**src/rtl/fetch_pkg.sv**
```systemverilog
// Shared types and widths for the instruction fetch unit.
// Holds word/address widths, the FIFO entry struct and the control FSM states.
package fetch_pkg;

    localparam int ADDR_W = 10;
    localparam int DATA_W = 16;

    localparam logic [ADDR_W-1:0] DEF_RESET_PC = '0;

    typedef struct packed {
        logic [ADDR_W-1:0] pc;
        logic [DATA_W-1:0] data;
    } fetch_entry_t;

    typedef enum logic [1:0] {
        ST_IDLE,
        ST_RUN,
        ST_FLUSH
    } fetch_state_t;

    function automatic logic [31:0] sat_inc(input logic [31:0] v);
        return (v == 32'hFFFF_FFFF) ? v : v + 32'd1;
    endfunction

endpackage

```
**src/rtl/instr_fetch_unit_if.sv**
```systemverilog
// Bus bundles for the fetch unit: blockRAM read port and decode handshake.
// master = fetch unit side, slave = RAM / decode side.
interface fetch_ram_if;
    import fetch_pkg::*;

    logic              ram_en;
    logic              ram_we;
    logic [ADDR_W-1:0] ram_addr;
    logic [DATA_W-1:0] ram_di;
    logic [DATA_W-1:0] ram_dout;

    modport master (
        output ram_en, ram_we, ram_addr, ram_di,
        input  ram_dout
    );

    modport slave (
        input  ram_en, ram_we, ram_addr, ram_di,
        output ram_dout
    );
endinterface

interface fetch_instr_if;
    import fetch_pkg::*;

    logic              instr_valid;
    logic              instr_ready;
    logic [DATA_W-1:0] instr_data;
    logic [ADDR_W-1:0] instr_pc;

    modport master (
        output instr_valid, instr_data, instr_pc,
        input  instr_ready
    );

    modport slave (
        input  instr_valid, instr_data, instr_pc,
        output instr_ready
    );
endinterface

```
**src/rtl/fetch_fifo.sv**
```systemverilog
// Prefetch FIFO of fetch_entry_t with synchronous flush.
// Ports: clock, reset_n, flush, push/din, pop/dout, count, full, empty.
module fetch_fifo
    import fetch_pkg::*;
#(
    parameter int DEPTH = 4
)(
    input  logic                   clock,
    input  logic                   reset_n,
    input  logic                   flush,
    input  logic                   push,
    input  fetch_entry_t           din,
    input  logic                   pop,
    output fetch_entry_t           dout,
    output logic [$clog2(DEPTH):0] count,
    output logic                   full,
    output logic                   empty
);

    localparam int PW = $clog2(DEPTH);

    fetch_entry_t    mem [DEPTH];
    logic [PW-1:0]   wr_ptr;
    logic [PW-1:0]   rd_ptr;
    logic            do_push;
    logic            do_pop;

    assign full  = (count == (PW+1)'(DEPTH));
    assign empty = (count == '0);
    assign dout  = mem[rd_ptr];

    assign do_pop  = pop & ~flush & ~empty;
    // A push into a full FIFO is only taken when the head leaves this cycle.
    assign do_push = push & ~flush & (~full | do_pop);

    always_ff @(posedge clock or negedge reset_n) begin
        if (!reset_n) begin
            wr_ptr <= '0;
            rd_ptr <= '0;
            count  <= '0;
            for (int i = 0; i < DEPTH; i++) begin
                mem[i] <= '0;
            end
        end else if (flush) begin
            wr_ptr <= '0;
            rd_ptr <= '0;
            count  <= '0;
        end else begin
            if (do_push) begin
                mem[wr_ptr] <= din;
                wr_ptr      <= wr_ptr + PW'(1);
            end
            if (do_pop) begin
                rd_ptr <= rd_ptr + PW'(1);
            end
            unique case ({do_push, do_pop})
                2'b10:   count <= count + 1'b1;
                2'b01:   count <= count - 1'b1;
                default: count <= count;
            endcase
        end
    end

endmodule

```
**src/rtl/instr_fetch_unit.sv**
```systemverilog
// Sequential instruction fetcher: PC, blockRAM issue, prefetch FIFO, redirect flush.
// Ports: clock, reset_n, fetch_en, redirect_valid/redirect_pc, ram (RAM read
// port, master), instr (decode valid/ready, master), perf_fetched, perf_stalls.
// Optional: define FETCH_PERF_CNT_EN to instantiate the saturating perf counters.
module instr_fetch_unit
    import fetch_pkg::*;
#(
    parameter int                FIFO_DEPTH = 4,
    parameter logic [ADDR_W-1:0] RESET_PC   = DEF_RESET_PC
)(
    input  logic              clock,
    input  logic              reset_n,
    input  logic              fetch_en,
    input  logic              redirect_valid,
    input  logic [ADDR_W-1:0] redirect_pc,
    fetch_ram_if.master       ram,
    fetch_instr_if.master     instr,
    output logic [31:0]       perf_fetched,
    output logic [31:0]       perf_stalls
);

    localparam int CW = $clog2(FIFO_DEPTH) + 1;

    fetch_state_t      state_q;
    fetch_state_t      state_d;
    logic [ADDR_W-1:0] pc;
    logic [ADDR_W-1:0] addr_q;
    logic              inflight;
    logic              issue;
    logic              credit;
    logic [CW:0]       used;
    logic              push;
    logic              pop;
    fetch_entry_t      push_entry;
    fetch_entry_t      head;
    logic [CW-1:0]     count;
    logic              full;
    logic              empty;

    // Slots already promised to a read in flight count as occupied,
    // so a returning word always finds room.
    assign used   = {1'b0, count} + {{CW{1'b0}}, inflight};
    assign credit = (used < (CW+1)'(FIFO_DEPTH)) & ~full;
    assign issue  = reset_n & fetch_en & ~redirect_valid & credit;

    assign ram.ram_en   = issue;
    assign ram.ram_addr = pc;
    assign ram.ram_we   = 1'b0;
    assign ram.ram_di   = '0;

    // A word returning in a redirect cycle belongs to the old stream.
    assign push       = inflight & ~redirect_valid;
    assign push_entry = '{pc: addr_q, data: ram.ram_dout};

    assign instr.instr_valid = ~empty & ~redirect_valid;
    assign instr.instr_data  = empty ? '0 : head.data;
    assign instr.instr_pc    = empty ? '0 : head.pc;
    assign pop               = instr.instr_valid & instr.instr_ready;

    fetch_fifo #(
        .DEPTH (FIFO_DEPTH)
    ) u_fifo (
        .clock   (clock),
        .reset_n (reset_n),
        .flush   (redirect_valid),
        .push    (push),
        .din     (push_entry),
        .pop     (pop),
        .dout    (head),
        .count   (count),
        .full    (full),
        .empty   (empty)
    );

    always_ff @(posedge clock or negedge reset_n) begin
        if (!reset_n) begin
            pc       <= RESET_PC;
            addr_q   <= RESET_PC;
            inflight <= 1'b0;
        end else begin
            inflight <= issue;
            if (issue) begin
                addr_q <= pc;
            end
            if (redirect_valid) begin
                pc <= redirect_pc;
            end else if (issue) begin
                pc <= pc + 1'b1;
            end
        end
    end

    always_ff @(posedge clock or negedge reset_n) begin
        if (!reset_n) begin
            state_q <= ST_IDLE;
        end else begin
            state_q <= state_d;
        end
    end

    always_comb begin
        state_d = state_q;
        unique case (state_q)
            ST_IDLE: begin
                if (redirect_valid) begin
                    state_d = ST_FLUSH;
                end else if (fetch_en) begin
                    state_d = ST_RUN;
                end
            end
            ST_RUN: begin
                if (redirect_valid) begin
                    state_d = ST_FLUSH;
                end else if (!fetch_en && !inflight) begin
                    state_d = ST_IDLE;
                end
            end
            ST_FLUSH: begin
                if (redirect_valid) begin
                    state_d = ST_FLUSH;
                end else if (fetch_en) begin
                    state_d = ST_RUN;
                end else begin
                    state_d = ST_IDLE;
                end
            end
            default: state_d = ST_IDLE;
        endcase
    end

`ifdef FETCH_PERF_CNT_EN
    always_ff @(posedge clock or negedge reset_n) begin
        if (!reset_n) begin
            perf_fetched <= '0;
            perf_stalls  <= '0;
        end else begin
            if (pop) begin
                perf_fetched <= sat_inc(perf_fetched);
            end
            if (instr.instr_valid && !instr.instr_ready) begin
                perf_stalls <= sat_inc(perf_stalls);
            end
        end
    end
`else
    assign perf_fetched = '0;
    assign perf_stalls  = '0;
`endif

endmodule

```
**src/flat_wrapper.sv**
```systemverilog
// flat-port wrapper written by rule: the top's interface ports become plain ports
module instr_fetch_unit_flat import fetch_pkg::*;
#(
    parameter int                FIFO_DEPTH = 4,
    parameter logic [ADDR_W-1:0] RESET_PC   = DEF_RESET_PC
)
  (clock, reset_n, fetch_en, redirect_valid, redirect_pc, perf_fetched, perf_stalls, ram_ram_en, ram_ram_we, ram_ram_addr, ram_ram_di, ram_ram_dout, instr_instr_valid, instr_instr_data, instr_instr_pc, instr_instr_ready);
  fetch_ram_if ram_i ();
  fetch_instr_if instr_i ();
  input  logic clock;
  input  logic reset_n;
  input  logic fetch_en;
  input  logic redirect_valid;
  input  logic [ADDR_W-1:0] redirect_pc;
  output logic [31:0] perf_fetched;
  output logic [31:0] perf_stalls;
  output wire logic [$bits(ram_i.ram_en)-1:0] ram_ram_en;
  output wire logic [$bits(ram_i.ram_we)-1:0] ram_ram_we;
  output wire logic [$bits(ram_i.ram_addr)-1:0] ram_ram_addr;
  output wire logic [$bits(ram_i.ram_di)-1:0] ram_ram_di;
  input wire logic [$bits(ram_i.ram_dout)-1:0] ram_ram_dout;
  output wire logic [$bits(instr_i.instr_valid)-1:0] instr_instr_valid;
  output wire logic [$bits(instr_i.instr_data)-1:0] instr_instr_data;
  output wire logic [$bits(instr_i.instr_pc)-1:0] instr_instr_pc;
  input wire logic [$bits(instr_i.instr_ready)-1:0] instr_instr_ready;
  assign ram_ram_en = ram_i.ram_en;
  assign ram_ram_we = ram_i.ram_we;
  assign ram_ram_addr = ram_i.ram_addr;
  assign ram_ram_di = ram_i.ram_di;
  assign ram_i.ram_dout = ram_ram_dout;
  assign instr_instr_valid = instr_i.instr_valid;
  assign instr_instr_data = instr_i.instr_data;
  assign instr_instr_pc = instr_i.instr_pc;
  assign instr_i.instr_ready = instr_instr_ready;
  instr_fetch_unit #(.FIFO_DEPTH(FIFO_DEPTH), .RESET_PC(RESET_PC)) u_core (.clock(clock), .reset_n(reset_n), .fetch_en(fetch_en), .redirect_valid(redirect_valid), .redirect_pc(redirect_pc), .ram(ram_i), .instr(instr_i), .perf_fetched(perf_fetched), .perf_stalls(perf_stalls));
endmodule
```
**config.mk**
```make
export PLATFORM = sky130hd
export DESIGN_NAME = instr_fetch_unit_flat
export DESIGN_NICKNAME = d
export VERILOG_FILES = /design/src/rtl/fetch_pkg.sv /design/src/rtl/instr_fetch_unit_if.sv /design/src/rtl/fetch_fifo.sv /design/src/rtl/instr_fetch_unit.sv /design/src/flat_wrapper.sv
export SDC_FILE = /design/constraint.sdc
export NUM_CORES = 1
export LEC_CHECK = 0
export ABC_AREA = 1
export ABC_CLOCK_PERIOD_IN_PS = 1900
export CAP_MARGIN = 0
export CORE_ASPECT_RATIO = 1.2
export CORE_MARGIN = 2
export CORE_UTILIZATION = 46
export CTS_CLUSTER_SIZE = 40
export DETAILED_ROUTE_END_ITERATION = 6
export GPL_TIMING_DRIVEN = 0
export HOLD_SLACK_MARGIN = 0.05
export PLACE_DENSITY_LB_ADDON = 0.05
export SYNTH_ARGS = -nofsm -noshare
export SYNTH_HDL_FRONTEND = slang
export SYNTH_SLANG_ARGS = --single-unit
```
**constraint.sdc**
```tcl
create_clock -name clock -period 1.9 [get_ports clock]
set_input_delay 0.57 -clock clock [delete_from_list [all_inputs] [get_ports clock]]
set_output_delay 0.57 -clock clock [all_outputs]
set_load 0.02 [all_outputs]
```
**Yosys cells after proc, flatten, opt, wreduce, memory -nomap -nowiden**

Index checks and enable logic that the tools add are counted.

- Register bits: 132
- Output and inout bits: 119
- Word-level logic and storage cells: 67

- $add $sub $neg: 6
- Magnitude comparators: 4
- Eq/ne operators: 3
- Multiplexer cells: 16
- Bitwise gates (word level): 17
- Reductions and logical operators: 7

Operator list:

| operator | number |
|---|---|
| bitwise mux 104 bit | 1 |
| 2-to-1 mux 26 bit | 3 |
| binary-select mux 26 bit (select 2 bit) | 1 |
| demux 26 bit (select 2 bit) | 1 |
| 2-to-1 mux 10 bit | 3 |
| 2-to-1 mux 16 bit | 1 |
| bitwise AND 1 bit | 11 |
| adder 10 x 1 -> 10 bit (second input constant) | 1 |
| 2-to-1 mux 2 bit | 4 |
| greater-or-equal comparator 3 bit (second input constant) | 2 |
| inverter 2 -> 3 bit | 2 |
| case mux 3 bit (2 select lines) | 1 |
| nonzero test 2 bit | 3 |
| adder 2 x 1 -> 2 bit (second input constant) | 2 |
| adder 3 x 1 -> 4 bit | 1 |
| less-than comparator 4 x 3 -> 1 bit (second input constant) | 1 |
| adder 3 x 1 -> 3 bit (second input constant) | 1 |
| equality test 3 bit (second input constant) | 1 |
| zero test 3 bit | 1 |
| less-than comparator 3 x 1 -> 1 bit (second input constant) | 1 |
| 2-to-1 mux 3 bit | 1 |
| inverter 1 bit | 3 |
| nonzero test 3 bit | 1 |
| subtractor 3 x 1 -> 3 bit (second input constant) | 1 |
| other kinds (5) | 5 |

**Logic depth before layout (Yosys ltp)**

Gate-level depths: netlist of the first run.

- Word-level depth: 11
- Depth in mapped cells: 9
- Mapped depth without buffers: 9

**Hierarchy**

From an unflattened synthesis of the first run, not the netlist that was laid out.

- Cell total of the unflattened synthesis: 848
- Area total of the unflattened synthesis: 7150.6 µm²

Modules (own cells, without submodules):

| module | instances | cells each | area each (µm²) | sequential area each (µm²) |
|---|---|---|---|---|
| fetch_fifo | 1 | 569 | 5220.0 | 2777.7 |
| instr_fetch_unit | 1 | 279 | 1930.6 | 525.5 |

**Worst setup path before layout of the first run**

Ideal clock, no wire load.

- Path kind: input port to flip-flop
- Start point: in redirect_valid
- End point: reg u_core.u_fifo.count[2]
- Setup time: 0.118 ns
- Data arrival time: 1.882 ns
- Setup slack: -0.100 ns
- Stages: 9
- Cell sequence: buf_2 inv_2 nand4_1 inv_1 fa_1 xnor2_1 xor2_1 nand2_1 nand2_1

- Word-level cells in the longest chain between the ends: 10
- Elaborated cells on any way between the ends: 14
- Those cells by class: eq/ne (2); mux (2); bitwise (9); reduce/logical (1)

Ends and longest elaborated chain:

| what | RTL line | RTL |
|---|---|---|
| start, declared | flat_wrapper.sv:13 | `input logic redirect_valid;` |
| inverter 1 bit (no source line) | n/a |  |
| bitwise AND 1 bit | instr_fetch_unit.sv:55 | `assign instr.instr_valid = ~empty & ~redirect_valid;` |
| bitwise AND 1 bit | instr_fetch_unit.sv:58 | `assign pop = instr.instr_valid & instr.instr_ready;` |
| bitwise AND 1 bit (2 in series) | fetch_fifo.sv:32 | `assign do_pop = pop & ~flush & ~empty;` |
| OR 1 bit | fetch_fifo.sv:34 | `assign do_push = push & ~flush & (~full \| do_pop);` |
| bitwise AND 1 bit | fetch_fifo.sv:34 |  |
| equality test 2 x 1 -> 1 bit / equality test 2 bit (equally long branches) | fetch_fifo.sv:56 | `unique case ({do_push, do_pop})` |
| case mux 3 bit (2 select lines) | fetch_fifo.sv:56 |  |
| 2-to-1 mux 3 bit | fetch_fifo.sv:44 | `end else if (flush) begin` |
| end signal, assigned | fetch_fifo.sv:57 | `2'b10: count <= count + 1'b1;` |
| end signal, assigned | fetch_fifo.sv:58 | `2'b01: count <= count - 1'b1;` |
| end signal, assigned | fetch_fifo.sv:59 | `default: count <= count;` |
| end, declared | fetch_fifo.sv:15 | `output logic [$clog2(DEPTH):0] count,` |

Parallel ways exist; a longest one is shown, timed or not.
A chain may end at the register's enable or synchronous reset.

**Worst setup path after layout of the first run**

- Start point: reg u_core.u_fifo.rd_ptr[0]
- End point: out instr_instr_data[11]

- Word-level cells in the longest chain between the ends: 5

Ends and longest elaborated chain:

| what | RTL line | RTL |
|---|---|---|
| start, declared | fetch_fifo.sv:24 | `logic [PW-1:0] rd_ptr;` |
| start signal, assigned | fetch_fifo.sv:54 | `rd_ptr <= rd_ptr + PW'(1);` |
| inverter 2 -> 3 bit (implied by the code) | fetch_fifo.sv:30 | `assign dout = mem[rd_ptr];` |
| binary-select mux 26 bit (select 2 bit) | fetch_fifo.sv:30 |  |
| 2-to-1 mux 26 bit (implied by the code) (2 in series) | fetch_fifo.sv:30 |  |
| 2-to-1 mux 16 bit | instr_fetch_unit.sv:56 | `assign instr.instr_data = empty ? '0 : head.data;` |
| end, declared | flat_wrapper.sv:23 | `output wire logic [$bits(instr_i.instr_data)-1:0] instr_instr_data;` |

Every way passes these cells. The select of a mux whose other input is x is not followed.

==> flow_metrics.env, run 1 <==
export IMPL_synthFlopType="dfrtp_1"
export IMPL_synthArstFlopShare_pct=100
export IMPL_crit_fanout=10
export IMPL_cp_end_kind="output pin"
export IMPL_drt_pass1_iterations=5
export IMPL_cts_made_buffers=17
export IMPL_critPathArrivalTime_ns=1.80
export IMPL_ir_drop_mv=0.583
export IMPL_yosysUniqueCellTypes=29
export IMPL_clockBufferDepth=2
export IMPL_rows=48
export IMPL_cts_tree="yes"
export IMPL_cpLargestDelayFamily="buffers and inverters"
export IMPL_drive_above_1_share_pct=27.3
export IMPL_hold_violations=0
export IMPL_yosys_warnings=0
export IMPL_vias=5925
export IMPL_vias_per_cell=4.90
export IMPL_grt_pass1_vias=5464
export IMPL_hold_class="input pin to asynchronous set/reset pin"
export IMPL_critPathLaunchType="register"
export IMPL_root_buffer="clkbuf_16"
export IMPL_gp_congestion=0.774
export IMPL_place_area_mm2=0.00808
export IMPL_worstMarginPinSlew_ns=1.11
export IMPL_layout_nets=1059
export IMPL_final_max_slew_viol_count=0
export IMPL_syn_to_final_growth_pct=39.4
export IMPL_timing_critical_path_slowest_stage_cell="dfrtp_2"
export IMPL_met3WireLength_um=824
export IMPL_swShare_pct=29.1
export IMPL_cts_num_sinks=132
export IMPL_antenna_found_initial=0
export IMPL_cp_cell_sequence="inv_2 > buf_4 > o21ai_0 > a21oi_2 > buf_4"
export IMPL_max_cap_violations=0
export IMPL_cpMostUsedCell="buf_4"
export IMPL_p_int_mw=6.54
export IMPL_wl_met1_um=7580
export IMPL_status="finished with violations"
export IMPL_p_comb_share_pct=24.9
export IMPL_insertion_delay_ns=0.42
export IMPL_slew_headroom_pct=25.6
export IMPL_power_frac_clock_pct=38.9
export IMPL_synthesis_instances=823
export IMPL_top_layer="met4"
export IMPL_whs_ns=0.103
export IMPL_p_switching_mw=2.68
export IMPL_drtIter0Drc=427
export IMPL_startpoint="u_core.u_fifo.rd_ptr[0]"
export IMPL_grt_max_degree=44
export IMPL_finalWirelength_um=18700
export IMPL_fin_area_mm2=0.00950
export IMPL_dp_hpwl_um=11900
export IMPL_ios=150
export IMPL_cellPowerDensity_mw_per_mm2=971
export IMPL_drtAntennaViolNets=0
export IMPL_core_area_mm2=0.0144
export IMPL_period_share_pct=125
export IMPL_wl_per_cell_um=15.5
export IMPL_setup_viol=28
export IMPL_dr_wl_met2_um=9850
export IMPL_rsz0062_at_grt="yes"
export IMPL_cp_num_buf_inv=3
export IMPL_worstReg2RegStart="u_core.u_fifo.count[0]"
export IMPL_cp_required_ns=1.33
export IMPL_violations="negative setup slack"
export IMPL_htreeDepth=4
export IMPL_yosysSeqAreaShare_pct=48.5
export IMPL_fin_ws_ns=-0.466
export IMPL_start_util_pct=47.3
export IMPL_grt_total_usage_pct=24.1
export IMPL_power_leakage_nw=4.63
export IMPL_dieArea_mm2=0.0158
export IMPL_yosys_register_bits=132
export IMPL_max_stage_delay_ns=0.48
export IMPL_syn_mean_instance_area_um2=8.28
export IMPL_synth_edf_count=0
export IMPL_numPortBuffers=67
export IMPL_grt_pass1_wl_um=29000
export IMPL_sequentialPowerShare_pct=36.2
export IMPL_fmax_mhz=423
export IMPL_drc=0
export IMPL_path_class="register to output pin"
export IMPL_synth_area_mm2=0.00682
export IMPL_n_antenna_cell=0
export IMPL_die_w_um=115
export IMPL_finClkSkew_ns=0.00856
export IMPL_die_y_um=137
export IMPL_grt_overflow=0
export IMPL_fin_crit_ns=2.37
export IMPL_clkTransAtPathRegs_ns=0.05
==> synth_stat cells, drive strengths merged, types with 4 or more instances <==
cell type / count / share of area [%]
o21ai: 176 / 13
nand2: 153 / 8.5
dfrtp: 132 / 48
nor2: 114 / 6.5
buf: 108 / 12
inv: 50 / 2.8
a21oi: 27 / 2.0
nand3: 21 / 2.6
clkbuf: 15 / 0.83
ha: 5 / 0.92
nand4: 5 / 0.46
o211ai: 4 / 0.44
==> metal layers <==
| layer | up-vias | GRT usage (%) |
|---|---|---|
| met1 | 2809 | 30.1 |
| met2 | 169 | 41.9 |
| li1 | 2913 | - |
| met4 | 0 | 9.10 |
| met5 | - | 0 |
| met3 | 34 | 3.92 |
==> stage by stage <==
step	utilization, %	total power [mW]	worst slack, ns	setup TNS (ns)	cells
final	65.9	9.23	-0.466	-10.79	1210
after global placement	55.9	5.21	-5.83	-834.03	1145
after global routing	65.9	9.66	-0.501	-12.44	1210
after detailed placement	56.1	5.25	-1.49	-57.27	1146
after floorplan	-	4.58	-0.0308	-0.429	903
after CTS	64.0	9.09	-0.434	-10.78	1199
==> power groups by stage <==
| stage | clock network (mW) | registers, mW | logic [mW] |
|---|---|---|---|
| 2_1_floorplan | 0 | 3.34 | 1.24 |
| 3_3_place_gp | 0 | 3.35 | 1.86 |
| 3_5_place_dp | 0 | 3.36 | 1.89 |
| 4_1_cts | 3.62 | 3.32 | 2.15 |
| 5_1_grt | 3.76 | 3.37 | 2.52 |
| 6_report | 3.59 | 3.34 | 2.30 |
==> registers in the layout, summed over array words and instances (netlist names) <==
name,count
u_core.ram.ram_addr,10
u_core.u_fifo.rd_ptr,2
u_core.u_fifo.wr_ptr,2
u_core.addr_q,10
u_core.u_fifo.count,3
u_core.inflight,1
u_core.u_fifo.mem,104
==> cell usage in the layout (no fill, tap or decap), types with 2 or more instances in the layout <==
master,Yosys,layout
inv_1,47,45
clkdlybuf4s50_1,0,27
dfrtp_2,0,5
o211ai_1,4,4
buf_16,0,2
bufinv_16,0,4
o21ai_2,0,2
buf_2,10,4
clkinv_2,0,3
dlygate4sd2_1,0,11
o221ai_1,2,2
clkbuf_16,0,21
nand2_1,152,151
clkbuf_8,0,12
clkbuf_1,15,4
a21oi_1,27,13
nor2_2,0,21
clkinv_4,0,2
inv_2,3,3
xor2_1,2,2
bufbuf_16,0,3
nand3_1,15,13
inv_8,0,2
conb_1,1,81
buf_8,0,4
a21oi_2,0,14
ha_1,5,5
nor2_1,112,83
nand3_4,6,8
buf_4,85,128
buf_12,0,5
nand2_4,0,2
nand4_1,5,5
nor2_4,2,10
dfrtp_1,132,127
o21ai_1,107,147
o21ai_0,69,27
buf_6,12,25
==> path summary, 6_finish.rpt <==
| kind | end | slack [ns] | cells after the start |
|---|---|---|---|
| min reg2reg | u_core.addr_q[6] | 0.48 | 2 |
| min | u_core.ram.ram_addr[0] | 0.10 | 2 |
| min in group clock | u_core.u_fifo.rd_ptr[1] | 0.48 | 4 |
| max | instr_instr_data[11] | -0.47 | 5 |
| max in group asynchronous | u_core.u_fifo.mem[59] | 0.28 | 2 |
| max reg2reg | u_core.u_fifo.count[2] | 0.04 | 10 |
==> kinds of logic (layout without fill, tap and decap cells) <==
kind of cell	Yosys count	in the layout	share of synthesized area (%)
AO/OA/AOI/OAI	211	211	15.8
XOR/XNOR	4	4	0.514
adder cells (fa/ha/maj)	6	6	1.21
buffers and inverters	175	307	15.8
flip-flops	132	132	48.5
other	1	81	0.0550
AND/OR/NAND/NOR	294	294	18.1
==> cell type report <==
type,instances,area (µm²)
Sequential cell,132,3310
Fill cell,1238,4910
Inverter,52,218
Clock inverter,8,144
Tap cell,175,219
Timing Repair Buffer,100,1070
Clock buffer,24,512
Multi-Input combinational cell,596,2960
Buffer,123,1070
==> timing repair <==
item	in CTS	in global routing
hold buffers	1	0
hold endpoints to repair	22	0
gates resized for setup	263	73
buffers inserted	13	11
setup endpoints to repair	59	29
cloned	7	3
pin swaps	18	37
Note: power is estimated with default switching activity, not from simulation.
==> inputs of run 2 (changes only) <==
Settings changed: CAP_MARGIN 0 to 10, PLACE_DENSITY set to 0.81, PLACE_DENSITY_LB_ADDON 0.05 to not set.
==> run 2 against run 1 <==
Compared with the run above:
- final cell count decreased by 1.2%
- sequential power is essentially flat
- power decreased by 6.0%
- design area shrank 4.6%
- clock-buffer cell count decreased by 3
- flip-flop and latch count did not move
- largest cell class unchanged
- register-to-register slack improved by 0.07 ns
- the run still ends with negative setup slack left
- utilization shrank 3.1 points
- highest routed layer unchanged
- via count is 2.7% higher
- hold slack is essentially flat
- non-clock buffer count down 12
- global-route usage decreased by 0.94 points
==> flow_metrics.env, run 2 (same netlist as run 1, synthesis figures left out) <==
export IMPL_whs_ns=0.103
export IMPL_regMostFlops="u_core.u_fifo.mem"
export IMPL_drive_above_1_share_pct=23.8
export IMPL_final_util_pct=62.9
export IMPL_critPathArrivalTime_ns=1.83
export IMPL_multi_input_area_mm2=0.00284
export IMPL_antenna_found_initial=0
export IMPL_mostFrequentLayoutCells="152 x nand2_1, 131 x o21ai_1, 128 x dfrtp_1"
export IMPL_grt_overflow=0
export IMPL_clockBufferDepth=2
export IMPL_crit_fanout=10
export IMPL_critPathLaunchType="register"
export IMPL_dp_cells=1146
export IMPL_setup_viol=28
export IMPL_ir_drop_mv=0.487
export IMPL_power_leakage_nw=4.44
export IMPL_startpoint="u_core.u_fifo.rd_ptr[0]"
export IMPL_grt_pass1_wl_um=28300
export IMPL_grt_pass1_vias=5743
export IMPL_finalWirelength_um=18300
export IMPL_cts_num_sinks=132
export IMPL_max_cap_violations=0
export IMPL_drtIter0Drc=625
export IMPL_worstReg2RegStart="u_core.u_fifo.count[0]"
export IMPL_hold_class="input pin to asynchronous set/reset pin"
export IMPL_fmax_mhz=417
export IMPL_path_class="register to output pin"
export IMPL_n_antenna_cell=0
export IMPL_vias=6086
export IMPL_worstMarginPinSlew_ns=0.511
export IMPL_die_w_um=115
export IMPL_max_stage_delay_ns=0.43
export IMPL_final_max_slew_viol_count=0
export IMPL_clkTransAtPathRegs_ns=0.06
export IMPL_start_util_pct=47.3
export IMPL_fin_ws_ns=-0.500
export IMPL_status="finished with violations"
export IMPL_cp_cell_sequence="buf_8 > buf_8 > nor2_1 > nor2_1 > o21ai_1 > a21oi_2 > buf_4"
export IMPL_fin_crit_ns=2.40
export IMPL_cp_num_buf_inv=3
export IMPL_finClkSkew_ns=0.00431
export IMPL_drtAntennaViolNets=0
export IMPL_fin_cells=1196
export IMPL_htreeDepth=4
export IMPL_final_common_cell="nand2_1"
export IMPL_insertion_delay_ns=0.42
export IMPL_rows=48
export IMPL_numPortBuffers=67
export IMPL_layout_nets=1047
export IMPL_nFillCells=1218
export IMPL_ios=150
export IMPL_slew_headroom_pct=65.9
export IMPL_dieArea_mm2=0.0158
export IMPL_cellPowerDensity_mw_per_mm2=958
export IMPL_grt_max_degree=62
export IMPL_grt_total_usage_pct=23.1
export IMPL_syn_to_final_growth_pct=32.9
export IMPL_dp_hpwl_um=11500
export IMPL_dp_slack_ns=-1.17
export IMPL_period_share_pct=126
export IMPL_totalPowerFinal_mw=8.68
export IMPL_core_area_mm2=0.0144
export IMPL_cpLargestDelayFamily="buffers and inverters"
export IMPL_cts_made_buffers=17
export IMPL_die_y_um=137
export IMPL_timing_critical_path_slowest_stage_cell="dfrtp_1"
export IMPL_vias_per_cell=5.09
export IMPL_cp_end_kind="output pin"
export IMPL_gp_congestion=0.848
export IMPL_register_area_mm2=0.00331
export IMPL_wl_per_cell_um=15.3
export IMPL_cts_tree="yes"
export IMPL_cp_required_ns=1.33
export IMPL_violations="negative setup slack"
export IMPL_root_buffer="clkbuf_16"
export IMPL_drt_pass1_iterations=7
export IMPL_rsz0062_at_grt="yes"
export IMPL_drc=0
export IMPL_largest_reg_flops=104
export IMPL_hold_violations=0
run 2: cell types whose count changed in the layout (fill, tap and decap cells not counted), moves of 6 or more:
cell     previous run  this run
o21ai_1           147       131
nor2_4             10         4
o21ai_0            27        44
nor2_2             21         5
nor2_1             83       105
run 2: layout make-up:
type / count / area share [%]
sequential: 132 / 36.5
multi-input combinational: 596 / 31.3
buffer: 123 / 11.5
timing repair buffer: 88 / 9.44
clock buffer: 21 / 5.30
inverter: 52 / 2.43
tap: 175 / 2.42
clock inverter: 9 / 1.15
run 2: power breakdown:
group | switching [mW] | total [mW] | internal [mW] | leakage (nW)
Combinational | 1.24 | 2.12 | 0.877 | 2.40
Sequential | 0.203 | 3.33 | 3.12 | 1.76
Clock | 1.19 | 3.23 | 2.05 | 0.287
Total | 2.63 | 8.68 | 6.05 | 4.44
run 2: worst register-to-register path, stage by stage (launching register included):
cell and delay, ns:
dfrtp_2 0.42, nor2_4 0.14, nand2_4 0.09, nand4_1 0.14
inv_1 0.07, fa_1 0.38, xnor2_1 0.20, xor2_1 0.16
nand2_1 0.07, nand2_1 0.06
run 2: stage by stage:
| step | TNS (ns) | cell area (µm²) |
|---|---|---|
| detailed placement | -48.08 | 8080 |
| global route | -12.22 | 9060 |
| floorplan | -0.429 | 7160 |
| finish | -10.46 | 9060 |
| global placement | -794.21 | 8050 |
| CTS | -10.14 | 8900 |
run 2: path summary, 6_finish.rpt:
check | endpoint | slack (ns) | cells past startpoint
min in group clock | u_core.addr_q[7] | 0.48 | 2
worst max-delay path | instr_instr_pc[9] | -0.50 | 7
max in group asynchronous | u_core.u_fifo.rd_ptr[1] | 1.48 | 2
worst min-delay path | u_core.u_fifo.count[0] | 0.10 | 2
worst min register to register | u_core.addr_q[7] | 0.48 | 2
worst max register to register | u_core.u_fifo.count[2] | 0.11 | 9
run 2: timing repair:
action                                 CTS  global route
gates resized for setup                231            39
hold buffers                             1             0
setup endpoints to repair               42            28
endpoints found under the hold margin   35             0
pin swaps                                8            11
cloned                                   2             0
buffers inserted                         6            12
run 2: layer usage:
metal | up-vias | GRT usage [%] | wire length (µm) | part of all wire, %
li1 | 2887 | - | - | -
met5 | - | 0 | 0 | 0
met1 | 2839 | 28.0 | 7070 | 39
met4 | 0 | 11.4 | 649 | 3.6
met3 | 59 | 3.87 | 1290 | 7.1
met2 | 301 | 40.0 | 9240 | 51
==> inputs of run 3 (changes only) <==
Settings changed: GPL_TIMING_DRIVEN 0 to 1.
==> run 3 against run 2 <==
Compared with the run above:
- the run still ends with negative setup slack left
- utilization decreased by 1.7 points
- design area decreased by 2.7%
- clock-buffer cell count decreased by 1
- setup slack improved by 0.019 ns
- fmax increased by 0.79%
- non-clock buffer count decreased by 73
- critical path type unchanged
- critical endpoint is now instr_instr_pc[6]
- highest routed layer unchanged
==> flow_metrics.env, run 3 (same netlist as run 1, synthesis figures left out) <==
export IMPL_p_comb_share_pct=24.6
export IMPL_gp_congestion=0.812
export IMPL_fin_cells=1125
export IMPL_path_class="register to output pin"
export IMPL_cp_cell_sequence="buf_12 > buf_12 > buf_16 > nor2_2 > nor2_1 > o21ai_1 > a21oi_2 > buf_6"
export IMPL_die_w_um=115
export IMPL_drtAntennaViolNets=0
export IMPL_n_antenna_cell=0
export IMPL_rows=48
export IMPL_cp_required_ns=1.33
export IMPL_fin_ws_ns=-0.481
export IMPL_whs_ns=0.295
export IMPL_clkTransAtPathRegs_ns=0.06
export IMPL_max_cap_violations=0
export IMPL_ios=150
export IMPL_syn_to_final_growth_pct=29.3
export IMPL_largest_reg_flops=104
export IMPL_dp_slack_ns=-0.570
export IMPL_period_share_pct=125
export IMPL_place_area_mm2=0.00769
export IMPL_grt_pass1_wl_um=28200
export IMPL_status="finished with violations"
export IMPL_vias_per_cell=5.24
export IMPL_top_layer="met4"
export IMPL_grt_overflow=0
export IMPL_drive_above_1_share_pct=19.9
export IMPL_cts_tree="yes"
export IMPL_drc=0
export IMPL_crit_fanout=9
export IMPL_power_frac_clock_pct=38.6
export IMPL_hold_violations=0
export IMPL_setup_viol=28
export IMPL_final_max_slew_viol_count=0
export IMPL_cts_made_buffers=17
export IMPL_cpMostUsedCell="buf_12"
export IMPL_finClkSkew_ns=0.00840
export IMPL_ir_drop_mv=0.640
export IMPL_drt_pass1_iterations=5
export IMPL_tns_ns=-10.44
export IMPL_swShare_pct=30.3
export IMPL_vias=5896
export IMPL_regMostFlops="u_core.u_fifo.mem"
export IMPL_critPathArrivalTime_ns=1.81
export IMPL_rsz0062_at_grt="yes"
export IMPL_cp_end_kind="output pin"
export IMPL_r2r_end="u_core.u_fifo.count[2]"
export IMPL_grt_pass1_vias=5661
export IMPL_final_common_cell="nand2_1"
export IMPL_antenna_found_initial=0
export IMPL_clockBufferDepth=2
export IMPL_mostFrequentLayoutCells="152 x nand2_1, 140 x o21ai_1, 131 x dfrtp_1"
export IMPL_dp_cells=1071
export IMPL_htreeDepth=4
export IMPL_worst_r2r_path_depth=10
export IMPL_grt_max_degree=53
export IMPL_dp_hpwl_um=10400
export IMPL_insertion_delay_ns=0.42
export IMPL_wl_met1_um=7040
export IMPL_wl_per_cell_um=16.2
export IMPL_root_buffer="clkbuf_16"
export IMPL_met3WireLength_um=1290
export IMPL_p_switching_mw=2.76
export IMPL_sequentialPowerShare_pct=36.7
export IMPL_critPathLaunchType="register"
export IMPL_final_util_pct=61.2
export IMPL_worstReg2RegStart="u_core.u_fifo.count[1]"
export IMPL_numPortBuffers=68
export IMPL_slew_headroom_pct=54.9
export IMPL_violations="negative setup slack"
export IMPL_fin_crit_ns=2.38
export IMPL_power_leakage_nw=4.18
export IMPL_core_area_mm2=0.0144
export IMPL_totalPowerFinal_mw=9.11
export IMPL_fin_area_mm2=0.00881
export IMPL_dr_wl_met2_um=9500
export IMPL_fmax_mhz=420
export IMPL_cts_hold_buffers=0
export IMPL_timing_critical_path_slowest_stage_cell="dfrtp_2"
export IMPL_dieArea_mm2=0.0158
export IMPL_die_y_um=137
export IMPL_cpLargestDelayFamily="buffers and inverters"
export IMPL_layout_nets=974
export IMPL_p_int_mw=6.35
export IMPL_grt_total_usage_pct=22.9
export IMPL_hold_class="input pin to asynchronous set/reset pin"
export IMPL_max_stage_delay_ns=0.42
export IMPL_reg2reg_slack_ns=0.07
export IMPL_cp_num_buf_inv=4
export IMPL_drtIter0Drc=519
export IMPL_finalWirelength_um=18200
export IMPL_cellPowerDensity_mw_per_mm2=1030
export IMPL_cts_num_sinks=132
export IMPL_start_util_pct=47.3
export IMPL_nFillCells=1176
export IMPL_worstMarginPinSlew_ns=0.677
run 3: cell types whose count changed in the layout (fill, tap and decap cells not counted), sizes merged:
cell and delta:
bufinv +2, dlygate4sd2 +1, buf -64, dlymetal6s2s -1, clkdlybuf4s50 +1, inv +2
bufbuf -1, clkinv -1, clkbuf -10
run 3: how the worst max path moves through the flow:
stage / from / to / slack [ns] / cells past startpoint
floorplan: u_core.u_fifo.rd_ptr[0] / instr_instr_pc[6] / -0.03 / 6
global placement: fetch_en / ram_ram_en / -0.57 / 6
detailed placement: fetch_en / ram_ram_en / -0.57 / 6
CTS: u_core.u_fifo.rd_ptr[0] / instr_instr_data[10] / -0.42 / 8
global route: u_core.u_fifo.rd_ptr[0] / instr_instr_pc[6] / -0.55 / 8
finish: u_core.u_fifo.rd_ptr[0] / instr_instr_pc[6] / -0.48 / 8
run 3: power by group through the flow:
stage	clock (mW)	sequential [mW]	combinational, mW
final	3.52	3.35	2.24
after global routing	3.68	3.38	2.45
after CTS	3.54	3.32	2.07
after detailed placement	0	3.35	1.85
after global placement	0	3.34	1.80
after floorplan	0	3.34	1.24
run 3: repair_timing:
item,CTS,global route
cloned,6,3
setup buffers,8,12
gates resized for setup,226,40
pin swaps,15,25
endpoints found under the setup margin,39,29
run 3: layout make-up:
class | instances | area, µm² | area share (%)
Sequential cell | 132 | 3300 | 37.5
Multi-Input combinational cell | 596 | 2920 | 33.2
Timing Repair Buffer | 138 | 1510 | 17.1
Clock buffer | 20 | 467 | 5.29
Inverter | 52 | 219 | 2.48
Tap cell | 175 | 219 | 2.48
Clock inverter | 12 | 176 | 2.00
run 3: per-layer routing:
| metal | vias up | track usage (%) |
|---|---|---|
| met5 | - | 0 |
| met4 | 0 | 7.90 |
| met3 | 39 | 5.28 |
| met2 | 264 | 40.5 |
| met1 | 2843 | 27.4 |
| li1 | 2750 | - |
run 3: worst register-to-register path: cells and delay by family (launching register included):
family / cells / cell delay [ns]
buffers and inverters: 2 / 0.20
XOR/XNOR: 2 / 0.28
flip-flops: 1 / 0.40
adder cells (fa/ha/maj): 1 / 0.41
AND/OR/NAND/NOR: 5 / 0.43
